### config.mk
export PLATFORM = sky130hd
export DESIGN_NAME = instr_fetch_unit_flat
export DESIGN_NICKNAME = d
export VERILOG_FILES = /design/src/rtl/instr_fetch_unit_if.sv /design/src/rtl/instr_fetch_unit.sv /design/src/flat_wrapper.sv
export SDC_FILE = /design/constraint.sdc
export NUM_CORES = 1
export LEC_CHECK = 0
export BUFFER_PORTS_ARGS = -buffer_cell sky130_fd_sc_hd__buf_2
export CAP_MARGIN = 20
export CORE_MARGIN = 2
export CORE_UTILIZATION = 49
export CTS_BUF_LIST = sky130_fd_sc_hd__clkbuf_8
export DETAILED_ROUTE_END_ITERATION = 7
export HOLD_SLACK_MARGIN = 0.15
export PLACE_DENSITY = 0.72
export RECOVER_POWER = 100
export SLEW_MARGIN = 20
export SYNTH_ARGS = -nofsm -noshare
export SYNTH_HDL_FRONTEND = slang
export SYNTH_SLANG_ARGS = --single-unit
### constraint.sdc
create_clock -name clk -period 8.2 [get_ports clk]
set_input_delay 0.41 -clock clk [delete_from_list [all_inputs] [get_ports clk]]
set_output_delay 0.41 -clock clk [all_outputs]
set_load 0.02 [all_outputs]
### src/rtl/instr_fetch_unit_if.sv
// Instruction-fetch bus bundle: memory request/response, decoded-instruction
// handoff to the processor and the branch/jump redirect path.
interface instr_fetch_unit_if;
  // Handshakes: mem_req is a one-cycle strobe with mem_addr valid alongside it,
  // answered by exactly one mem_rvalid pulse at least one cycle later; an
  // instruction moves to the processor on a clock edge where ins_valid and
  // ins_ready are both high; redirect is a single-cycle command.
  logic        mem_req;
  logic [31:0] mem_addr;
  logic [31:0] mem_rdata;
  logic        mem_rvalid;
  logic [31:0] ins;
  logic [31:0] ins_pc;
  logic        ins_valid;
  logic        ins_ready;
  logic        redirect;
  logic [31:0] redirect_pc;

  modport master (
    output mem_req, mem_addr, ins, ins_pc, ins_valid,
    input  mem_rdata, mem_rvalid, ins_ready, redirect, redirect_pc
  );

  modport slave (
    input  mem_req, mem_addr, ins, ins_pc, ins_valid,
    output mem_rdata, mem_rvalid, ins_ready, redirect, redirect_pc
  );
endinterface

### src/rtl/instr_fetch_unit.sv
// Fetch PC owner with a PC-tagged prefetch FIFO and redirect-aware drop logic.
// Optional IFU_STATS_EN adds saturating fetch_count / drop_count outputs.
module instr_fetch_unit #(
  parameter logic [31:0] RESET_PC   = 32'h0000_0000,
  parameter int unsigned FIFO_DEPTH = 2
) (
  input  logic               clk,
  input  logic               rst,
  instr_fetch_unit_if.master bus,
  output logic [1:0]         state_o
`ifdef IFU_STATS_EN
  ,
  output logic [15:0]        fetch_count,
  output logic [15:0]        drop_count
`endif
);

  localparam int unsigned   PW      = (FIFO_DEPTH > 2) ? $clog2(FIFO_DEPTH) : 1;
  localparam int unsigned   CW      = $clog2(FIFO_DEPTH + 1);
  localparam logic [CW-1:0] DEPTH_C = CW'(FIFO_DEPTH);
  localparam logic [PW-1:0] LAST_C  = PW'(FIFO_DEPTH - 1);

  typedef enum logic [1:0] {IDLE = 2'd0, WAIT = 2'd1, DROP = 2'd2} state_t;

  state_t        state_q;
  logic [31:0]   fetch_pc_q;
  logic [31:0]   addr_q;
  logic [31:0]   word_q [FIFO_DEPTH];
  logic [31:0]   pc_q   [FIFO_DEPTH];
  logic [PW-1:0] rd_ptr_q;
  logic [PW-1:0] wr_ptr_q;
  logic [CW-1:0] count_q;

  logic empty, pop, push, issue, discard;

  function automatic logic [PW-1:0] inc_ptr(input logic [PW-1:0] p);
    return (p == LAST_C) ? '0 : p + 1'b1;
  endfunction

  // Redirect masks both pop and push: the flush wins over everything in that edge.
  always_comb begin
    empty   = (count_q == '0);
    pop     = bus.ins_ready && !empty && !bus.redirect;
    push    = (state_q == WAIT) && bus.mem_rvalid && !bus.redirect;
    discard = bus.mem_rvalid &&
              ((state_q == DROP) || ((state_q == WAIT) && bus.redirect));
    issue   = !rst && (state_q == IDLE) && !bus.redirect &&
              ((count_q != DEPTH_C) || pop);
  end

  assign bus.mem_req   = issue;
  assign bus.mem_addr  = issue ? fetch_pc_q : addr_q;
  assign bus.ins_valid = !empty;
  assign bus.ins       = empty ? 32'h0 : word_q[rd_ptr_q];
  assign bus.ins_pc    = empty ? 32'h0 : pc_q[rd_ptr_q];
  assign state_o       = state_q;

  always_ff @(posedge clk or posedge rst) begin
    if (rst) begin
      state_q    <= IDLE;
      fetch_pc_q <= RESET_PC;
      addr_q     <= RESET_PC;
      rd_ptr_q   <= '0;
      wr_ptr_q   <= '0;
      count_q    <= '0;
    end else if (bus.redirect) begin
      fetch_pc_q <= bus.redirect_pc & ~32'h3;
      rd_ptr_q   <= '0;
      wr_ptr_q   <= '0;
      count_q    <= '0;
      // Outstanding request with no response yet must be swallowed later.
      state_q    <= ((state_q != IDLE) && !bus.mem_rvalid) ? DROP : IDLE;
    end else begin
      if (push) wr_ptr_q <= inc_ptr(wr_ptr_q);
      if (pop)  rd_ptr_q <= inc_ptr(rd_ptr_q);
      if (push && !pop)      count_q <= count_q + CW'(1);
      else if (pop && !push) count_q <= count_q - CW'(1);
      case (state_q)
        IDLE: if (issue) begin
          addr_q     <= fetch_pc_q;
          fetch_pc_q <= fetch_pc_q + 32'd4;
          state_q    <= WAIT;
        end
        WAIT:    if (bus.mem_rvalid) state_q <= IDLE;
        DROP:    if (bus.mem_rvalid) state_q <= IDLE;
        default: state_q <= IDLE;
      endcase
    end
  end

  always_ff @(posedge clk) begin
    if (push) begin
      word_q[wr_ptr_q] <= bus.mem_rdata;
      pc_q[wr_ptr_q]   <= addr_q;
    end
  end

`ifdef IFU_STATS_EN
  always_ff @(posedge clk or posedge rst) begin
    if (rst) begin
      fetch_count <= '0;
      drop_count  <= '0;
    end else begin
      if (push && (fetch_count != 16'hFFFF))   fetch_count <= fetch_count + 16'd1;
      if (discard && (drop_count != 16'hFFFF)) drop_count  <= drop_count + 16'd1;
    end
  end
`endif

endmodule

### src/flat_wrapper.sv
// flat-port wrapper written by rule: the top's interface ports become plain ports
module instr_fetch_unit_flat 
#(
  parameter logic [31:0] RESET_PC   = 32'h0000_0000,
  parameter int unsigned FIFO_DEPTH = 2
)
  (clk, rst, state_o, bus_mem_req, bus_mem_addr, bus_ins, bus_ins_pc, bus_ins_valid, bus_mem_rdata, bus_mem_rvalid, bus_ins_ready, bus_redirect, bus_redirect_pc);
  instr_fetch_unit_if bus_i ();
  input  logic clk;
  input  logic rst;
  output logic [1:0] state_o;
  output wire logic [$bits(bus_i.mem_req)-1:0] bus_mem_req;
  output wire logic [$bits(bus_i.mem_addr)-1:0] bus_mem_addr;
  output wire logic [$bits(bus_i.ins)-1:0] bus_ins;
  output wire logic [$bits(bus_i.ins_pc)-1:0] bus_ins_pc;
  output wire logic [$bits(bus_i.ins_valid)-1:0] bus_ins_valid;
  input wire logic [$bits(bus_i.mem_rdata)-1:0] bus_mem_rdata;
  input wire logic [$bits(bus_i.mem_rvalid)-1:0] bus_mem_rvalid;
  input wire logic [$bits(bus_i.ins_ready)-1:0] bus_ins_ready;
  input wire logic [$bits(bus_i.redirect)-1:0] bus_redirect;
  input wire logic [$bits(bus_i.redirect_pc)-1:0] bus_redirect_pc;
  assign bus_mem_req = bus_i.mem_req;
  assign bus_mem_addr = bus_i.mem_addr;
  assign bus_ins = bus_i.ins;
  assign bus_ins_pc = bus_i.ins_pc;
  assign bus_ins_valid = bus_i.ins_valid;
  assign bus_i.mem_rdata = bus_mem_rdata;
  assign bus_i.mem_rvalid = bus_mem_rvalid;
  assign bus_i.ins_ready = bus_ins_ready;
  assign bus_i.redirect = bus_redirect;
  assign bus_i.redirect_pc = bus_redirect_pc;
  instr_fetch_unit #(.RESET_PC(RESET_PC), .FIFO_DEPTH(FIFO_DEPTH)) u_core (.clk(clk), .rst(rst), .bus(bus_i), .state_o(state_o));
endmodule
**Word level (Yosys, flattened, before mapping)**

Memory sizes are Yosys's and may differ from the RTL's.
Cells that the tools add are included.

- Logic and storage cells: 70
- Input port bits: 69
- Register bits: 70
- Bits in writable memories: 128
- Memories kept: 2
- Output and inout bits: 100

- Bitwise operators: 1
- Reductions and logical operators: 29
- $add $sub $neg: 5
- Eq/ne operators: 5
- Multiplexer cells: 22

Memory list:

| name | words | bits a word | rd ports | clocked after memory_dff | write ports | line | source |
|---|---|---|---|---|---|---|---|
| u_core.pc_q | 2 | 32 | 1 | 0 | 1 | instr_fetch_unit.sv:29 | `logic [31:0] pc_q [FIFO_DEPTH];` |
| u_core.word_q | 2 | 32 | 1 | 0 | 1 | instr_fetch_unit.sv:28 | `logic [31:0] word_q [FIFO_DEPTH];` |

Operators by type and width:

| operator | number |
|---|---|
| $mux 32 | 6 |
| $add 32x3->32 const B | 1 |
| $mux 2 | 7 |
| $logic_and 1x1->1 | 10 |
| $reduce_bool 2->1 | 5 |
| $mux 1 | 8 |
| $logic_not 1->1 | 6 |
| $reduce_and 2->1 | 3 |
| $logic_not 2->1 | 2 |
| $pmux 2 s2 | 1 |
| $ne 3x1->1 const B | 1 |
| $ne 3x3->1 const B | 1 |
| $reduce_bool 3->1 | 1 |
| $add 1x1->1 const B | 2 |
| $add 2x1->2 const B | 1 |
| $eq 2x1->1 const B | 1 |
| $eq 2x2->1 const B | 1 |
| $ne 2x2->1 const B | 1 |
| $reduce_or 2->1 | 1 |
| $sub 2x1->2 const B | 1 |
| $logic_or 1x1->1 | 1 |
| $not 1->1 | 1 |

**Longest topological paths before layout**

- Depth after elaboration: 9
- Mapped depth: 9

**Least setup slack after synthesis**

No wires, ideal clock.

- Kind: input to register
- Start: in bus_redirect
- End: mem u_core.pc_q[1][0], enable pin
- Cell stages on the path: 4
- Slack: 1.909 ns
- Data arrival time: 5.713 ns
- Path buffers: 3
- Library setup time: 0.578 ns
- Path through: buf_2 -> buf_1 -> clkbuf_1 -> nor3b_1

- Word-level cells in the longest chain between the ends: 4

RTL lines:

| element | line | source |
|---|---|---|
| start, declared | flat_wrapper.sv:20 | `input wire logic [$bits(bus_i.redirect)-1:0] bus_redirect;` |
| $logic_not 1->1 | instr_fetch_unit.sv:44 | `push = (state_q == WAIT) && bus.mem_rvalid && !bus.redirect;` |
| $logic_and 1x1->1 | instr_fetch_unit.sv:44 |  |
| $mux 1 | instr_fetch_unit.sv:92 | `if (push) begin` |
| $mux 1 (not written as such) | instr_fetch_unit.sv:94 | `pc_q[wr_ptr_q] <= addr_q;` |
| end, declared | instr_fetch_unit.sv:29 |  |

Every way passes these cells.

**Final worst setup path**

- Start: reg u_core.rd_ptr_q
- End: out bus_ins[26]

- Word-level cells in the longest chain between the ends: 2

RTL lines:

| element | line | source |
|---|---|---|
| start, declared | instr_fetch_unit.sv:30 | `logic [PW-1:0] rd_ptr_q;` |
| start signal, assigned | instr_fetch_unit.sv:75 | `if (pop) rd_ptr_q <= inc_ptr(rd_ptr_q);` |
| $mem_v2 2x32 | - |  |
| $mux 32 | instr_fetch_unit.sv:54 | `assign bus.ins = empty ? 32'h0 : word_q[rd_ptr_q];` |
| end, declared | flat_wrapper.sv:14 | `output wire logic [$bits(bus_i.ins)-1:0] bus_ins;` |

Every way passes these cells.

==> results.ini <==
[worst_setup_path]
r2r_setup_slack_ns=3.13
r2r_cells=5
reg2reg_from=u_core.state_o[1]
cp-start-kind=flop
r2r_end=u_core.word_q[1][9]
arrival_ns=4.74
cp_max_fo=36
endpoint_kind=output port
worstSetupPathType=flop to output port
required_ns=7.79

[synth]
synth_ff_type=edfxtp_1
synthArstFlopShare=0.3469
synthDistinctLibCells=63
yosysTopAreaCell=edfxtp_1
avgSynthCellArea_um2=12.37
synth_fp_nets=765
ys_warn_count=0
synth_edf_count=128
synth_top_area_frac=0.4484
synthesis.area_um2=8572
syn_inst=693
yosysSeqAreaShare=0.6469
synth-seq-cells=196
yosys-top-cells-area=edfxtp_1 45%, dfrtp_1 20%, mux2i_1 8.1%

[routing]
drt-initial-drc-count=377
first_pass_iters=4
antenna_left=0
wirelength_um=19030
wl_per_cell_um=17.01
post-route-drc-count=0
vias=5919
via_per_inst=5.290

[die]
core_um2=17180
die_width_um=136.3
initial_utilization=0.4991
die-area_um2=18570
placementRows=48
fp.dieH_um=136.3
pin_count=169

[cts]
cts_resized=0
clkLatencyLatePin_ns=0.45
path_clk_slew_ns=0.10
hold_buffers=34
clock_path_buffers=2
cts_sinks=196
htreeDepth=4
cts_tree=yes
cts_buffers=17
clockRootBuffer=clkbuf_8
post_cts_buffers=0

[placement]
gp_congestion=0.7727
portBuffers=166
dp_cells=1052
place_hpwl_um=11980
pre_cts_slack_ns=5.069

[timing]
tightest_slew_ns=3.881
hold_viol_final=0
tns_ns=0
finClkSkew_ns=0.01280
rsz0062_at_grt=no
slew_headroom=-1.587
fin_ws_ns=3.054
fin_crit_ns=5.146
period_share=0.6275
final_max_slew_viol_count=410
timing.fmax_ghz=0.1943
final-setup-viol-count=0

[hold_path]
hp-start=bus_redirect_pc[19]
min_path_cells=3
hp-class=input port to flop
holdPathEnd=u_core.fetch_pc_q[19]

[power]
clockPowerShare=0.295
p_comb_frac=0.146
p_per_area_nw_per_um2=213.1
switching_share=0.2761
p_int_uw=1551
p_leak_uw=0.003806
switchingPower_uw=591.6
power_frac_seq=0.559
vdd_drop_max_v=0.0001217

[grt]
grt_max_degree=77
antenna_found_initial=1
grt_pass1_vias=5876
grt-ovfl-total=0
grt_pass1_wl_um=29510
grt_use_total=0.2092

[final_layout]
final_cell_count_no_fill=1119
drive_gt1_frac=0.1019
layout.nets=952
area_growth_pct=17.30
fin_util=0.5854
fill_cells=1501

[job]
drv_cap=9

[run_status]
violations=capacitance limit, slew limit
status=complete, but fails checks

## through the flow
stage	instance area (um^2)	hold WS (ns)	total power, uW
floorplan	8572	0.4419	1419
global placement	9514	0.4465	1524
finish	10050	0.1748	2143
global route	10050	0.1732	2245
CTS	10290	0.1512	2177
detailed placement	9542	0.4529	1535
## placed cells by master, fill, tap and decap left out, drive strengths merged, types with 3 or more instances in the layout
| cell type | n |
|---|---|
| inv | 14 |
| dfrtp | 68 |
| edfxtp | 128 |
| clkbuf | 144 |
| bufinv | 3 |
| clkinv | 6 |
| ha | 3 |
| mux2i | 69 |
| and2 | 9 |
| nor3b | 4 |
| o211ai | 8 |
| nand2 | 139 |
| or4 | 7 |
| nor3 | 6 |
| nor4 | 6 |
| nand3 | 19 |
| dlygate4sd3 | 34 |
| and4 | 7 |
| xor2 | 3 |
| a22oi | 8 |
| a31oi | 3 |
| and3 | 7 |
| nor2 | 74 |
| a21boi | 3 |
| a21o | 4 |
| o21ai | 13 |
| buf | 48 |
| o311ai | 15 |
| nand4 | 13 |
## cell usage after synthesis, drive strengths merged, types with 3 or more instances
cell and number:
nor3b 4, nor3 6, o211ai 8, nand2 139, o21ai 13, or4 7
o311ai 15, nor2 74, buf 25, and3 7, edfxtp 128, a31oi 3
and4 7, ha 3, nor4 6, a22oi 8, inv 10, mux2i 69
a21o 4, a21boi 3, and2 9, dfrtp 68, nand3 19, xor2 3
nand4 13, clkbuf 15
## metal layers
layer,vias up,track usage,wire [um]
met3,12,0.05779,1457
met1,2807,0.2620,8065
met2,212,0.3576,9350
li1,2888,-,-
met4,0,0.05729,155
met5,-,0,0
## layout make-up
| cell class | count | area, um^2 | area share |
|---|---|---|---|
| clock buffers | 18 | 247.7 | 0.02464 |
| inverters | 10 | 37.54 | 0.003733 |
| multi-input cells | 447 | 2718 | 0.2703 |
| clock inverters | 14 | 162.7 | 0.01618 |
| repair buffers | 208 | 1060 | 0.1054 |
| well taps | 225 | 281.5 | 0.02800 |
| flip-flops and latches | 196 | 5545 | 0.5515 |
| diodes | 1 | 2.502 | 0.0002489 |
## power by group through the flow
stage	clock (uW)	sequential (uW)	combinational [uW]
after global routing	688	1210	348
after CTS	649	1200	331
after floorplan	0	1200	219
after detailed placement	0	1220	316
after global placement	0	1220	307
final	632	1200	312
## flip-flops by register name (all words and copies together) (netlist names)
signal and flops:
u_core.count_q 2, u_core.state_o 2, u_core.pc_q 64, u_core.fetch_pc_q 30
u_core.wr_ptr_q 1, u_core.addr_q 32, u_core.word_q 64, u_core.rd_ptr_q 1
## critical path: stages, from the launching register on
cell and delay, ns:
dfrtp_1 1.49, clkbuf_1 1.99, mux2i_1 0.29, nor2_1 0.21, clkbuf_1 0.26
## cells by family after synthesis
kind of cell	Yosys count	synth area share
flops	196	0.6469
fa+ha+maj	3	0.004379
mux	71	0.08320
buf+inv	50	0.03284
xor+xnor	4	0.004088
compound gates	68	0.06131
simple gates	301	0.1673
## worst max-delay path by stage
stage | start | end | depth (start not counted)
2_1_floorplan | bus_redirect | u_core.pc_q[1][0] | 4
3_3_place_gp | bus_redirect | bus_mem_addr[30] | 8
3_5_place_dp | bus_redirect | bus_mem_addr[13] | 8
4_1_cts | bus_redirect | bus_mem_addr[30] | 8
5_1_grt | u_core.state_o[0] | bus_mem_addr[5] | 8
6_report | u_core.rd_ptr_q | bus_ins[26] | 4
No activity file was read; power rests on OpenSTA's default activity.
